==> src/rtl/seq_detect_pkg.sv <==
// Shared types and default sizing for the serial pattern-detect scheduler.
package seq_detect_pkg;

  localparam int WORD_W_DEF = 8;
  localparam int PAT_W_DEF  = 4;
  localparam int CNT_W_DEF  = 4;

  typedef enum logic [1:0] {
    IDLE  = 2'd0,
    SHIFT = 2'd1,
    RESP  = 2'd2
  } state_t;

  typedef logic req_id_t;

endpackage

==> src/rtl/seq_pat_window.sv <==
// Sliding PAT_W-bit window with fill tracking and pattern compare.
// Optional macro SEQ_DETECT_NO_OVERLAP_EN: a match clears the window so
// the next match needs PAT_W fresh bits. Undefined: window keeps sliding.
module seq_pat_window
  import seq_detect_pkg::*;
#(
  parameter int PAT_W = PAT_W_DEF
) (
  input  logic             clk,
  input  logic             reset,
  input  logic             clear,
  input  logic             shift_en,
  input  logic             bit_in,
  input  logic [PAT_W-1:0] pattern,
  output logic             match
);

  localparam int FILL_W = $clog2(PAT_W + 1);
  localparam logic [FILL_W-1:0] FILL_FULL = FILL_W'(PAT_W);

  logic [PAT_W-1:0]  win_r;
  logic [PAT_W-1:0]  win_next_s;
  logic [FILL_W-1:0] fill_r;
  logic [FILL_W-1:0] fill_next_s;

  // Next window/fill as if the incoming bit were already shifted in.
  always_comb begin
    win_next_s = {win_r[PAT_W-2:0], bit_in};
    if (fill_r == FILL_FULL) begin
      fill_next_s = fill_r;
    end else begin
      fill_next_s = fill_r + FILL_W'(1);
    end
  end

  // The match includes the bit being shifted in this cycle.
  assign match = shift_en && (fill_next_s == FILL_FULL) && (win_next_s == pattern);

  // Window and fill state: cleared per request, advanced on each shift.
  always_ff @(posedge clk or negedge reset) begin
    if (!reset) begin
      win_r  <= '0;
      fill_r <= '0;
    end else if (clear) begin
      win_r  <= '0;
      fill_r <= '0;
    end else if (shift_en) begin
`ifdef SEQ_DETECT_NO_OVERLAP_EN
      if (match) begin
        win_r  <= '0;
        fill_r <= '0;
      end else begin
        win_r  <= win_next_s;
        fill_r <= fill_next_s;
      end
`else
      win_r  <= win_next_s;
      fill_r <= fill_next_s;
`endif
    end
  end

endmodule

==> src/rtl/seq_detect_sched.sv <==
// Two-requester round-robin front end sharing one serial pattern detector.
// Words are shifted MSB-first; the match count returns with the requester ID.
// Optional macro SEQ_DETECT_NO_OVERLAP_EN selects non-overlapping detection.
module seq_detect_sched
  import seq_detect_pkg::*;
#(
  parameter int WORD_W = WORD_W_DEF,
  parameter int PAT_W  = PAT_W_DEF,
  parameter int CNT_W  = CNT_W_DEF
) (
  input  logic              clk,
  input  logic              reset,
  input  logic              req0_valid,
  input  logic [WORD_W-1:0] req0_data,
  output logic              req0_ready,
  input  logic              req1_valid,
  input  logic [WORD_W-1:0] req1_data,
  output logic              req1_ready,
  input  logic [PAT_W-1:0]  pattern,
  output logic              resp_valid,
  output logic              resp_id,
  output logic [CNT_W-1:0]  resp_count,
  input  logic              resp_ready,
  output logic              busy
);

  localparam int IDX_W = $clog2(WORD_W);
  localparam logic [IDX_W-1:0] IDX_LAST = IDX_W'(WORD_W - 1);

  // Elaboration-time guard: the counter must hold the maximum match count.
  if ((WORD_W - PAT_W + 1) >= (1 << CNT_W)) begin : g_cnt_w_check
    $error("CNT_W too narrow for WORD_W-PAT_W+1 matches");
  end
  if ((PAT_W < 2) || (PAT_W > WORD_W)) begin : g_pat_w_check
    $error("PAT_W must be in 2..WORD_W");
  end

  state_t            state_r;
  logic [WORD_W-1:0] shreg_r;
  logic [PAT_W-1:0]  pat_r;
  logic [IDX_W-1:0]  bit_idx_r;
  logic [CNT_W-1:0]  cnt_r;
  req_id_t           last_grant_r;

  req_id_t           grant_s;
  logic              grant_vld_s;
  logic              accept_s;
  logic [WORD_W-1:0] sel_data_s;
  logic              match_s;
  logic [CNT_W-1:0]  cnt_next_s;

  // Round-robin grant: a lone requester wins, a tie goes away from last_grant.
  always_comb begin
    grant_s     = 1'b0;
    grant_vld_s = 1'b0;
    if (req0_valid && req1_valid) begin
      grant_vld_s = 1'b1;
      grant_s     = ~last_grant_r;
    end else if (req0_valid) begin
      grant_vld_s = 1'b1;
      grant_s     = 1'b0;
    end else if (req1_valid) begin
      grant_vld_s = 1'b1;
      grant_s     = 1'b1;
    end else begin
      grant_vld_s = 1'b0;
      grant_s     = 1'b0;
    end
  end

  // Ready is offered only in IDLE and is held low while reset is asserted.
  assign accept_s   = reset && (state_r == IDLE) && grant_vld_s;
  assign req0_ready = accept_s && (grant_s == 1'b0);
  assign req1_ready = accept_s && (grant_s == 1'b1);
  assign sel_data_s = grant_s ? req1_data : req0_data;
  assign cnt_next_s = cnt_r + {{(CNT_W-1){1'b0}}, match_s};

  seq_pat_window #(
    .PAT_W (PAT_W)
  ) u_window (
    .clk      (clk),
    .reset    (reset),
    .clear    (accept_s),
    .shift_en (state_r == SHIFT),
    .bit_in   (shreg_r[WORD_W-1]),
    .pattern  (pat_r),
    .match    (match_s)
  );

  // Control FSM: accept, shift WORD_W bits, hold the result until taken.
  always_ff @(posedge clk or negedge reset) begin
    if (!reset) begin
      state_r      <= IDLE;
      shreg_r      <= '0;
      pat_r        <= '0;
      bit_idx_r    <= '0;
      cnt_r        <= '0;
      last_grant_r <= 1'b1;
      resp_valid   <= 1'b0;
      resp_id      <= 1'b0;
      resp_count   <= '0;
      busy         <= 1'b0;
    end else begin
      case (state_r)
        IDLE: begin
          if (accept_s) begin
            shreg_r      <= sel_data_s;
            pat_r        <= pattern;
            bit_idx_r    <= '0;
            cnt_r        <= '0;
            resp_id      <= grant_s;
            last_grant_r <= grant_s;
            busy         <= 1'b1;
            state_r      <= SHIFT;
          end
        end
        SHIFT: begin
          shreg_r <= {shreg_r[WORD_W-2:0], 1'b0};
          cnt_r   <= cnt_next_s;
          if (bit_idx_r == IDX_LAST) begin
            resp_count <= cnt_next_s;
            resp_valid <= 1'b1;
            state_r    <= RESP;
          end else begin
            bit_idx_r <= bit_idx_r + IDX_W'(1);
          end
        end
        RESP: begin
          if (resp_ready) begin
            resp_valid <= 1'b0;
            busy       <= 1'b0;
            state_r    <= IDLE;
          end
        end
        default: begin
          resp_valid <= 1'b0;
          busy       <= 1'b0;
          state_r    <= IDLE;
        end
      endcase
    end
  end

endmodule

==> config.mk <==
export PLATFORM = sky130hd
export DESIGN_NAME = seq_detect_sched
export DESIGN_NICKNAME = d
export VERILOG_FILES = /design/src/rtl/seq_detect_pkg.sv /design/src/rtl/seq_pat_window.sv /design/src/rtl/seq_detect_sched.sv
export SDC_FILE = /design/constraint.sdc
export NUM_CORES = 1
export LEC_CHECK = 0
export CORE_MARGIN = 1.5
export CORE_UTILIZATION = 46
export DETAILED_ROUTE_END_ITERATION = 12
export HOLD_SLACK_MARGIN = 0.1
export PLACE_DENSITY_LB_ADDON = 0.05
export SKIP_CTS_REPAIR_TIMING = 1
export SLEW_MARGIN = 25
export SYNTH_ARGS = -nofsm -noshare
export SYNTH_HDL_FRONTEND = slang
export SYNTH_SLANG_ARGS = --single-unit
export TNS_END_PERCENT = 10
==> constraint.sdc <==
create_clock -name clk -period 2.1 [get_ports clk]
set_clock_uncertainty 0.1 [all_clocks]
set_input_delay 0.21 -clock clk [delete_from_list [all_inputs] [get_ports clk]]
set_output_delay 0.21 -clock clk [all_outputs]
set_load 0.01 [all_outputs]
Word-level counts from Yosys, hierarchy flattened
Cells that the tools add are included.
{"block": "totals", "regBits": 35, "input_bits": 25, "output_inout_bits": 9, "wordCells": 73}
{"block": "op_classes", "n_addsub": 3, "eq_ne": 10, "n_mux": 27, "bitwise": 4, "n_reduce_logical": 17}
{"operator": "$mux W3", "n": 7}
{"operator": "$mux W8", "n": 2}
{"operator": "$pmux W8 S2", "n": 1}
{"operator": "$reduce_and A3 Y1", "n": 4}
{"operator": "$eq A3 B3 Y1 const B", "n": 3}
{"operator": "$mux W1", "n": 8}
{"operator": "$ne A2 B2 Y1 const B", "n": 4}
{"operator": "$pmux W4 S2", "n": 1}
{"operator": "$logic_and A1 B1 Y1", "n": 7}
{"operator": "$add A3 B1 Y3 const B", "n": 2}
{"operator": "$mux W2", "n": 3}
{"operator": "$pmux W1 S3", "n": 2}
{"operator": "$pmux W2 S3", "n": 1}
{"operator": "$pmux W3 S2", "n": 1}
{"operator": "$reduce_and A2 Y1", "n": 3}
{"operator": "$add A4 B1 Y4", "n": 1}
{"operator": "$eq A4 B4 Y1", "n": 1}
{"operator": "$mux W4", "n": 1}
{"operator": "$not A1 Y1", "n": 4}
{"operator": "$reduce_bool A2 Y1", "n": 2}
{"operator": "$eq A2 B1 Y1 const B", "n": 1}
{"operator": "$eq A2 B2 Y1 const B", "n": 1}
{"operator": "$logic_not A2 Y1", "n": 1}

Logic depth before layout (Yosys ltp)
Gate-level depths: netlist of the first run.
{"block": "logic_depth", "ltp_word": 7, "depth_mapped": 10}

Modules after synthesis
A second synthesis of the first run with hierarchy kept.
{"block": "hier_totals", "hier_cells": 171, "hier_area_um2": 1819.2}
{"mod": "seq_detect_sched", "instances": 1, "cells_each": 135, "area_per_inst_um2": 1440.1, "seq_area_each_um2": 726.9}
{"mod": "seq_pat_window", "instances": 1, "cells_each": 36, "area_per_inst_um2": 379.1, "seq_area_each_um2": 150.1}

Worst setup path after synthesis of the first run
Ideal clock, no wire load.
{"block": "synth_timing", "path_kind": "reg2reg", "startpoint": "register u_window.fill_r[0]", "endpoint": "register resp_count[1]", "arrival_ns": 2.015, "slack_ns": -0.140, "stages_incl_launch_ff": 8, "n_path_buf": 0, "cell_sequence": "dfrtp_1 inv_1 ha_1 or3_1 nor4_1 ha_1 ha_1 mux2_2"}
{"block": "synth_via", "elab_chain_cells": 6, "word_cells_on_any_way": 7, "cone_classes": "2 x add/sub; 2 x eq/ne; 1 x mux; 2 x reduce/logical"}
{"item": "start: declaration", "line_no": "seq_pat_window.sv:23", "text": "logic [FILL_W-1:0] fill_r;"}
{"item": "start signal: assignment", "line_no": "seq_pat_window.sv:58", "text": "fill_r <= fill_next_s;"}
{"item": "$add A3 B1 Y3 or $eq A3 B3 Y1 (tied branches)", "line_no": "seq_pat_window.sv:32, seq_pat_window.sv:29"}
{"item": "$mux W3 (*)", "line_no": "seq_pat_window.sv:29", "text": "if (fill_r == FILL_FULL) begin"}
{"item": "$eq A3 B3 Y1 (*)", "line_no": "seq_pat_window.sv:37", "text": "assign match = shift_en && (fill_next_s == FILL_FULL) && (win_next_s == pattern);"}
{"item": "$logic_and A1 B1 Y1 (*) (2 in series)", "line_no": "seq_pat_window.sv:37"}
{"item": "$add A4 B1 Y4 (*)", "line_no": "seq_detect_sched.sv:76", "text": "assign cnt_next_s = cnt_r + {{(CNT_W-1){1'b0}}, match_s};"}
{"item": "via cnt_next_s[1]", "line_no": "seq_detect_sched.sv:50", "text": "logic [CNT_W-1:0] cnt_next_s;"}
{"item": "end signal: assignment", "line_no": "seq_detect_sched.sv:121", "text": "resp_count <= cnt_next_s;"}
{"item": "end: declaration", "line_no": "seq_detect_sched.sv:22", "text": "output logic [CNT_W-1:0] resp_count,"}
Mark *: on every way through the listed nets, which the timed path passes. The rest lies on a longest branch.
A chain may end at the register's enable or synchronous reset.

Worst setup path in the final report of the first run
{"block": "layout_timing", "startpoint": "register u_window.fill_r[0]", "endpoint": "register cnt_r[3]"}
{"block": "layout_via", "elab_chain_cells": 7, "word_cells_on_any_way": 8, "cone_classes": "2 x add/sub; 2 x eq/ne; 2 x mux; 2 x reduce/logical"}
{"item": "$add A3 B1 Y3 or $eq A3 B3 Y1 (tied branches)", "line_no": "seq_pat_window.sv:32, seq_pat_window.sv:29"}
{"item": "$mux W3 (*)", "line_no": "seq_pat_window.sv:29"}
{"item": "$eq A3 B3 Y1 (*)", "line_no": "seq_pat_window.sv:37"}
{"item": "$logic_and A1 B1 Y1 (*) (2 in series)", "line_no": "seq_pat_window.sv:37"}
{"item": "$add A4 B1 Y4 (*)", "line_no": "seq_detect_sched.sv:76"}
{"item": "$pmux W4 S2 (*)", "line_no": "seq_detect_sched.sv:104", "text": "case (state_r)"}
{"item": "end signal: assignment", "line_no": "seq_detect_sched.sv:119", "text": "cnt_r <= cnt_next_s;"}
{"item": "end: declaration", "line_no": "seq_detect_sched.sv:42", "text": "logic [CNT_W-1:0] cnt_r;"}
Every way passes the cells marked *; elsewhere a longest branch is shown, timed or not.

==> summary by stage, run 1 <==
Detailed routing
Once detail routing completed, the nets flagged for antenna violations numbered 0. The routed wire length is slightly above 4000 um. The first detailed-routing pass took 4 iterations.

The DRC violation count after routing is 0. The via density per instance is between 5 and 6. The count of routing violations after the opening detailed-route iteration is 31. The routed wire length per instance is roughly 15 um.

Across all layers, the routed design uses around 1500 vias.

Synthesis
The per-instance average area after synthesis is just over 10 um^2. The post-synth design cell area is approximately 1800 um^2. The number of different library cells used by synthesis comes to 43. Synthesis produced a netlist with a net count of 205. Counting flops with a built-in enable in the synthesized netlist gives 0.

The number of warnings reported in the yosys synthesis log is 0. Counting every instance in the synthesized netlist gives 174. In the synthesized netlist the async set-or-reset flop fraction comes to between 90% and 100%. The dominant synthesized flop cell is dfrtp_1. Summing the sequential cell areas from Yosys gives 49.40% of the chip area.

Synthesis inferred 35 register bits.

GRT
The via count of the first global-routing pass was between 1500 and 2000. Entering global routing, the biggest net connects 23 pins. The initial antenna violation count is 0.

The global-route wire length before repair is just under 7000 um. In the global route stage, overall resource usage came out at about a fifth. The residual overflow from global routing is 0.

Setup path
The minimum setup slack among reg-to-reg paths is -0.02 ns. The launching point of the worst reg2reg path is u_window.fill_r[0]$_DFFE_PN0P_. STA classifies the critical path startpoint as a register. The maximum fanout count along the critical path is 3. The largest single stage delay on the critical path is about 0.4 ns. Walking the worst path, the cells encountered are inv_2 -> ha_4 -> or3_4 -> nor4_4 -> ha_2 -> nand3_2 -> xor2_2 -> o22ai_1.

The kind of end point of the critical path is a register. Measured in cells, the most critical reg-to-reg path has a length of 8. The reg-to-reg endpoint is cnt_r[3]$_DFFE_PN0P_. Among all stages on the critical path, the largest delay is contributed by dfrtp_1.

The critical path class is register to register. The data required time of the critical path is around 2.2 ns. Data arrives at the worst endpoint at approximately 2.2 ns.

Floorplan
The chip height is about 65 um. The overall die area is roughly 4200 um^2. The count of standard-cell rows is 22. The die width is around 65 um. The placeable core region is ~3700 um^2. In this run the count of I/O pins placed on the die edge is 34. The starting utilization of the core area is just under 50%.

STA
In the final timing run, aggregate negative setup slack is -0.02386 ns. The final critical-path setup slack is -0.02005 ns. Setup repair after global routing could not meet its margin everywhere. The count of final max-slew check failures is 0. The relative max-transition margin is between 50% and 60%. For the pin with the worst max-slew slack, the measured transition is ~0.7 ns. After layout, the minimum clock period comes to between 2 and 2.5 ns.

The final number of hold-violating endpoints is 0. Setup violations remaining at the end of the flow were counted as 2. Derived from the worst setup path, the maximum achievable clock frequency is 0.4717 GHz.

Hold timing on the final database bottoms out at a slack of between 0.2 and 0.3 ns. In the finished design, the share of the clock period the worst path needs comes to 101.0%.

Place
In this run the cell area measured after placement is approximately 2300 um^2. The count of port buffers added during placement is 33. The total placed cells including tap cells is between 200 and 300. The worst slack at placement is -0.07619 ns.

The weighted congestion at the end of routability-driven global placement is 0.7963. After legalization and detailed placement, the total HPWL measured just over 3000 um.

Job
Across the run, the number of max-cap violations was 0.

Pwr
In this run the static leakage power is 1.064 nW. The total power per unit cell area is 1303 nW/um^2. VDD sags by at most between 0.0007 and 0.0008 V. Overall power consumption after layout is estimated at 3.154 mW.

Clock tree
Buffers inserted during clock tree synthesis total 5. The clock tree root driver cell is clkbuf_8. The TritonCTS clock tree is done. The total number of H-tree levels is 2. The clock latency at the later pin of the worst-skew pair is approximately 0.28 ns. Counting along the longest clock path gives a buffer depth of 2.

The clock-pin slew on the worst setup and hold paths is 0.07 ns. CTS saw 35 sinks.

Cells and area
The post-synthesis to final-layout area growth is 36.36%. The final standard cell area without fillers is roughly 2400 um^2. The number of nets in the finished design is 256.

The post-route netlist has a little under 20% of its cells at a drive strength greater than 1. The number of diodes added for antenna fixing is 0. The share of the core filled with cells in the final layout is between 60% and 70%.

The number of filler instances in the final layout is 324. The finished layout holds between 200 and 300 standard cells, fillers aside.

Outcome
The flow ran to the end, but the final reports show violations. The final reports fail on setup timing.

Hold path
The type of the worst min-delay path is primary input to async pin.
## final cells by class
type / count / area (um^2) / share of cell area (%)
clock buffers: 6 / 82.58 / 3.411
inverters: 5 / 18.77 / 0.7752
well taps: 48 / 60.06 / 2.481
multi-input cells: 125 / 892.1 / 36.85
clock inverters: 1 / 5.005 / 0.2067
flip-flops and latches: 35 / 877.1 / 36.23
repair buffers: 53 / 485.5 / 20.05
## Yosys cell counts (3+ instances only)
library cell	n	area, um^2
ha_1	6	75.07
mux2_1	4	45.04
nand2b_1	4	25.02
buf_2	4	20.02
o21ai_0	12	60.06
nand3_1	9	45.04
inv_1	5	18.77
nor2b_1	3	18.77
nand2_1	23	86.33
nand4_1	12	75.07
xnor2_1	4	35.03
a21oi_1	4	20.02
o21ai_1	5	25.02
dfrtp_1	34	850.8
o211ai_1	7	52.55
## report_power, final
group          total [mW]  internal [mW]  switching, mW
registers            1.20          0.983          0.216
clock network       0.488          0.257          0.231
logic                1.47          0.730          0.738
total                3.15           1.97           1.18
## worst max-delay path, delay by kind of cell, from the launching register on
family,cells,cell delay [ns]
AND/OR/NAND/NOR,3,0.57
adder cells (fa/ha/maj),2,0.45
flip-flops,1,0.41
XOR/XNOR,1,0.20
AO/OA/AOI/OAI,1,0.20
buffers and inverters,1,0.09
## sequential cells by signal, summed over array words and instances, names as in the netlist
name,flops
shreg_r,8
cnt_r,4
pat_r,4
resp_count,4
bit_idx_r,3
u_window.fill_r,3
u_window.win_r,3
state_r,2
busy,1
last_grant_r,1
resp_id,1
resp_valid,1
## layout by cell type, fill, tap and decap left out, drive strengths merged, types with 3 or more instances in the layout
master,instances
a21oi,4
o211ai,7
mux2,6
o21ai,17
nand2,23
nand3,9
nor2,4
ha,6
xnor2,4
nand4,12
dfrtp,34
nor2b,3
clkdlybuf4s50,31
clkbuf,6
nand2b,4
inv,5
buf,20
## kinds of logic after synthesis
group	after synthesis	synth area share, %
buffers and inverters	14	3.876
flip-flops	35	49.40
XOR/XNOR	6	2.960
multiplexers	8	4.933
AO/OA/AOI/OAI	40	14.31
AND/OR/NAND/NOR	65	20.30
adder cells (fa/ha/maj)	6	4.228
## layer usage
layer	wire length, um	global-route usage, %	part of all wire, %	vias to the layer above
met2	2101	36.98	52	38
met4	55	7.552	1.4	0
li1	-	-	-	731
met5	0	0	0	-
met1	1733	24.94	43	745
met3	183	5.651	4.5	6
## worst max-delay path by stage
stage / start / end / slack (ns) / cells after the start
2_1_floorplan: u_window.fill_r[0]$_DFFE_PN0P_ / resp_count[1]$_DFFE_PN0P_ / 0.0005 / 7
3_3_place_gp: reset / pat_r[3]$_DFFE_PN0P_ / -0.06 / 5
3_5_place_dp: reset / pat_r[1]$_DFFE_PN0P_ / -0.08 / 5
4_1_cts: u_window.fill_r[1]$_DFFE_PN0P_ / resp_count[1]$_DFFE_PN0P_ / -0.07 / 7
5_1_grt: u_window.fill_r[0]$_DFFE_PN0P_ / cnt_r[3]$_DFFE_PN0P_ / -0.08 / 8
6_report: u_window.fill_r[0]$_DFFE_PN0P_ / cnt_r[3]$_DFFE_PN0P_ / -0.02 / 8
Note: power is estimated with default switching activity, not from simulation.
==> run 2: changes to the inputs <==
--- a/config.mk
+++ b/config.mk
@@ -5,6 +5,7 @@
 export SDC_FILE = /design/constraint.sdc
 export NUM_CORES = 1
 export LEC_CHECK = 0
+export ABC_AREA = 1
 export CORE_MARGIN = 1.5
 export CORE_UTILIZATION = 46
 export DETAILED_ROUTE_END_ITERATION = 12
==> summary by stage, run 2 <==
Setup path
The kind of end point of the critical path is an output pin (was register). The source of the critical timing path is last_grant_r$_DFFE_PN1P_ (was u_window.fill_r[0]$_DFFE_PN0P_). The maximum fanout count along the critical path is 10 (was 3). The cell with the largest stage delay on the worst path is dfstp_2 (was dfrtp_1).

The data required time of the critical path came to 1.79 ns (was 2.20 ns). Critical-path cell list: nand2_2 -> a21oi_1 -> clkdlybuf4s50_1 (was inv_2 -> ha_4 -> or3_4 -> nor4_4 -> ha_2 -> nand3_2 -> xor2_2 -> o22ai_1). The delay of the slowest cell on the worst path is 0.55 ns (was 0.41 ns). The kind of start point of the critical path is a register (unchanged).

The critical path class is register to output pin (was register to register). The arrival time of data at the critical path endpoint is 1.68 ns (was 2.22 ns). The launching point of the worst reg2reg path is u_window.fill_r[0]$_DFFE_PN0P_ (unchanged).

STA
The maximum operating frequency was 0.5023 GHz (was 0.4717 GHz). The setup TNS is 0 ns (was -0.02386 ns). The setup violation total in the final timing report was 0 (was 2). Unrepaired setup endpoints after global routing: false (was true). The part of the cycle the worst path needs is 94.81% (was 101.0%).

The final critical-path setup slack was 0.1090 ns (was -0.02005 ns). The final number of hold-violating endpoints is 0 (unchanged). The relative max-transition margin is 70.63% (was 52.79%). The transition time at the pin with the least slew margin was 0.4406 ns (was 0.7008 ns). The count of final max-slew check failures is 0 (unchanged). The final critical delay including setup and external delays is 1.991 ns (was 2.120 ns).

Cells and area
The share of layout cells above drive strength 1 is 9.160% (was 19.56%). The post-synthesis to final-layout area growth is 28.74% (was 36.36%). The commonest non-fill, non-tap cell in the layout is nand2_1 (was dfrtp_1).

The number of flip-flops under the largest register name is 8 (unchanged). The register with the highest flop count was shreg_r (unchanged). The final standard cell area without fillers is 2258 um^2 (was 2421 um^2).

The number of filler instances in the final layout came to 342 (was 324). The area taken by multi-input logic gates is 773.2 um^2 (was 892.1 um^2). Highest-count cells in the layout ignoring fill and taps: nand2_1 (97), dfrtp_1 (34), clkdlybuf4s50_1 (33) (was dfrtp_1 (34), clkdlybuf4s50_1 (31), nand2_1 (23)).

The number of nets in the finished design came to 292 (was 256). The area of all sequential standard cells is 877.1 um^2 (unchanged). The number of diodes added for antenna fixing is 0 (unchanged).

Synthesis
The share of cell area taken by muxes after synthesis is 0% (was 4.933%). The share of the synthesized area in compound gates (AO/OA/AOI/OAI) is 3.709% (was 14.31%). The post-synth design cell area came to 1754 um^2 (was 1775 um^2).

The top cell type by total area after synthesis is dfrtp_1 (unchanged). The portion of synthesized cell area occupied by the leading cell type was 48.50% (was 47.92%). The number of nets produced by synthesis came to 253 (was 205). The share of the synthesized netlist area taken by xor and xnor gates is 1.498% (was 2.960%).

The number of warnings reported in the yosys synthesis log is 0 (unchanged). The post-synthesis adder-cell area fraction is 4.280% (was 4.228%). The number of flops mapped to enable cells by yosys came to 0 (unchanged).

The area fraction in and, or, nand and nor cells after synthesis is 34.45% (was 20.30%). The proportion of synthesized flip-flops having asynchronous set or reset is 100.0% (unchanged). Leading cell types by count after synthesis: nand2_1 (97), dfrtp_1 (34), nand3_1 (30) (was dfrtp_1 (34), nand2_1 (23), nand4_1 (12), o21ai_0 (12), nand3_1 (9)). The proportion of synthesized chip area in sequential cells is 50.00% (was 49.40%).

The post-synthesis cell type count was 22 (was 43). The dominant synthesized flop cell is dfrtp_1 (unchanged). The main combinational cell family by area after synthesis is simple AND/OR/NAND/NOR gates (unchanged). The most common cell in the synthesized netlist is nand2_1 (was dfrtp_1). The per-instance average area after synthesis came to 7.902 um^2 (was 10.20 um^2). Most area-consuming cells after synthesis: dfrtp_1 (49%), nand2_1 (21%), nand3_1 (8.6%) (was dfrtp_1 (48%), nand2_1 (4.9%), ha_1 (4.2%)). The number of flip-flops and latches in the synthesized netlist is 35 (unchanged). The count of mapped cells out of synthesis is 222 (was 174).

Detailed routing
The number of vias after detailed routing is 1477 (was 1520). The number of detailed-route iterations in the first pass is 4 (unchanged). The count of routing violations after the opening detailed-route iteration came to 78 (was 31). The routed wire length was 3288 um (was 4073 um). The routed length on met2 was 1477 um (was 2101 um).

The routed wire length per instance is 10.61 um (was 14.92 um). The top layer reached by signal wires is met4 (unchanged). The DRC violation count after routing is 0 (unchanged). The post-route antenna net violation count is 0 (unchanged). The met1 wire length came to 1595 um (was 1733 um). The via density per instance is 4.765 (was 5.568). The routed wire length on met3 is 156 um (was 183 um).

Floorplan
The starting utilization of the core area was 47.92% (was 48.13%). The overall die area came to 4193 um^2 (was 4241 um^2). The die width is 64.76 um (was 65.13 um). The count of standard-cell rows is 22 (unchanged). The chip height came to 64.76 um (was 65.13 um). The number of ports placed on the die boundary is 34 (unchanged). The placeable core region is 3661 um^2 (was 3689 um^2).

GRT
The via count of the first global-routing pass is 1341 (was 1510). The initial antenna violation count is 0 (unchanged). The residual overflow from global routing is 0 (unchanged).

The global-route wire length before repair is 5934 um (was 6782 um). The largest net degree at the start of global routing is 36 (was 23). The global router's overall resource usage was 18.80% (was 21.09%).

Clock tree
The clock tree root driver cell is clkbuf_8 (unchanged). The number of clock buffers inserted by TritonCTS is 5 (unchanged). The clock-pin slew on the worst setup and hold paths is 0.07 ns (about the same). The number of clock sinks seen by CTS is 35 (unchanged).

The TritonCTS clock tree is done (unchanged). The clock latency at the later pin of the worst-skew pair is 0.29 ns (was 0.28 ns). The deepest clock path buffer count is 2 (unchanged). The total number of H-tree levels is 2 (unchanged).

Hold path
The type of the worst min-delay path is primary input to async pin (unchanged).

Pwr
The static leakage power is 1.176 nW (was 1.064 nW). The total power per unit cell area was 1269 nW/um^2 (was 1303 nW/um^2). The worst-case vdd ir drop came to 0.0008121 V (was 0.0007215 V).

Place
The placed wire-length estimate after detailed placement is 2432 um (was 3085 um). The count of port buffers added during placement was 33 (unchanged). The weighted congestion at the end of routability-driven global placement came to 0.7518 (was 0.7963). The instance area after placement is 2150 um^2 (was 2292 um^2).

The worst slack at placement is 0.1660 ns (was -0.07619 ns).

Job
The max-capacitance violation count came to 0 (unchanged).

Outcome
Status: completed (was finished, violations left).
run 2: cell count changes after synthesis, sizes merged, moves of 6 or more:
| cell | delta |
|---|---|
| o211ai | -7 |
| nand3 | +22 |
| o21ai | -6 |
| nand2 | +76 |
| nand4 | -12 |
| inv | +14 |
| mux2 | -6 |
run 2: kinds of logic (layout without fill, tap and decap cells):
logic type                 after synthesis  count (layout)
and+or+nand+nor                        140             140
adders and majority gates                6               6
AOI/OAI and AO/OA                       13              13
DFF                                     35              35
xor gates and xnor gates                 3               3
buffers and inverters                   25              65
run 2: worst paths after layout:
check | endpoint | slack (ns) | depth (start not counted)
hold / removal | resp_count[1]$_DFFE_PN0P_ | 0.33 | 2
setup / recovery | req0_ready | 0.11 | 3
hold reg to reg | busy$_DFFE_PN0P_ | 0.37 | 2
max in group asynchronous | last_grant_r$_DFFE_PN1P_ | 1.22 | 2
min in group clk | pat_r[1]$_DFFE_PN0P_ | 0.37 | 3
setup reg to reg | cnt_r[2]$_DFFE_PN0P_ | 0.16 | 11
run 2: worst max-delay path: cells and delay by family (launching register included):
family / cells / cell delay, ns
simple gates: 1 / 0.12
buf+inv: 1 / 0.55
compound gates: 1 / 0.17
flops: 1 / 0.55
run 2: metrics by stage:
stage	hold WS [ns]	total power, mW	std cells	util [%]
6_report	0.3269	2.867	310	61.69
5_1_grt	0.3627	3.153	310	61.69
2_1_floorplan	-0.1856	1.925	222	-
3_5_place_dp	0.3599	2.294	302	58.71
3_3_place_gp	0.3539	2.279	302	58.71
4_1_cts	0.3482	2.898	310	61.62
run 2: layout make-up:
type                    count  area share (%)
flip-flops and latches     35           38.84
multi-input cells         162           34.24
inverters                  19           3.269
repair buffers             38           16.29
clock inverters             1           1.330
well taps                  48           2.659
clock buffers               7           3.379
run 2: power breakdown:
part	leakage (nW)	internal [mW]	switching [mW]
clock	0.0524	0.355	0.240
sequential	0.447	0.958	0.170
combinational	0.677	0.483	0.660
run 2: metal layers:
| layer | track usage [%] | vias to the layer above |
|---|---|---|
| li1 | - | 778 |
| met1 | 24.83 | 663 |
| met2 | 27.84 | 31 |
| met3 | 6.597 | 5 |
| met4 | 8.245 | 0 |
| met5 | 0 | - |
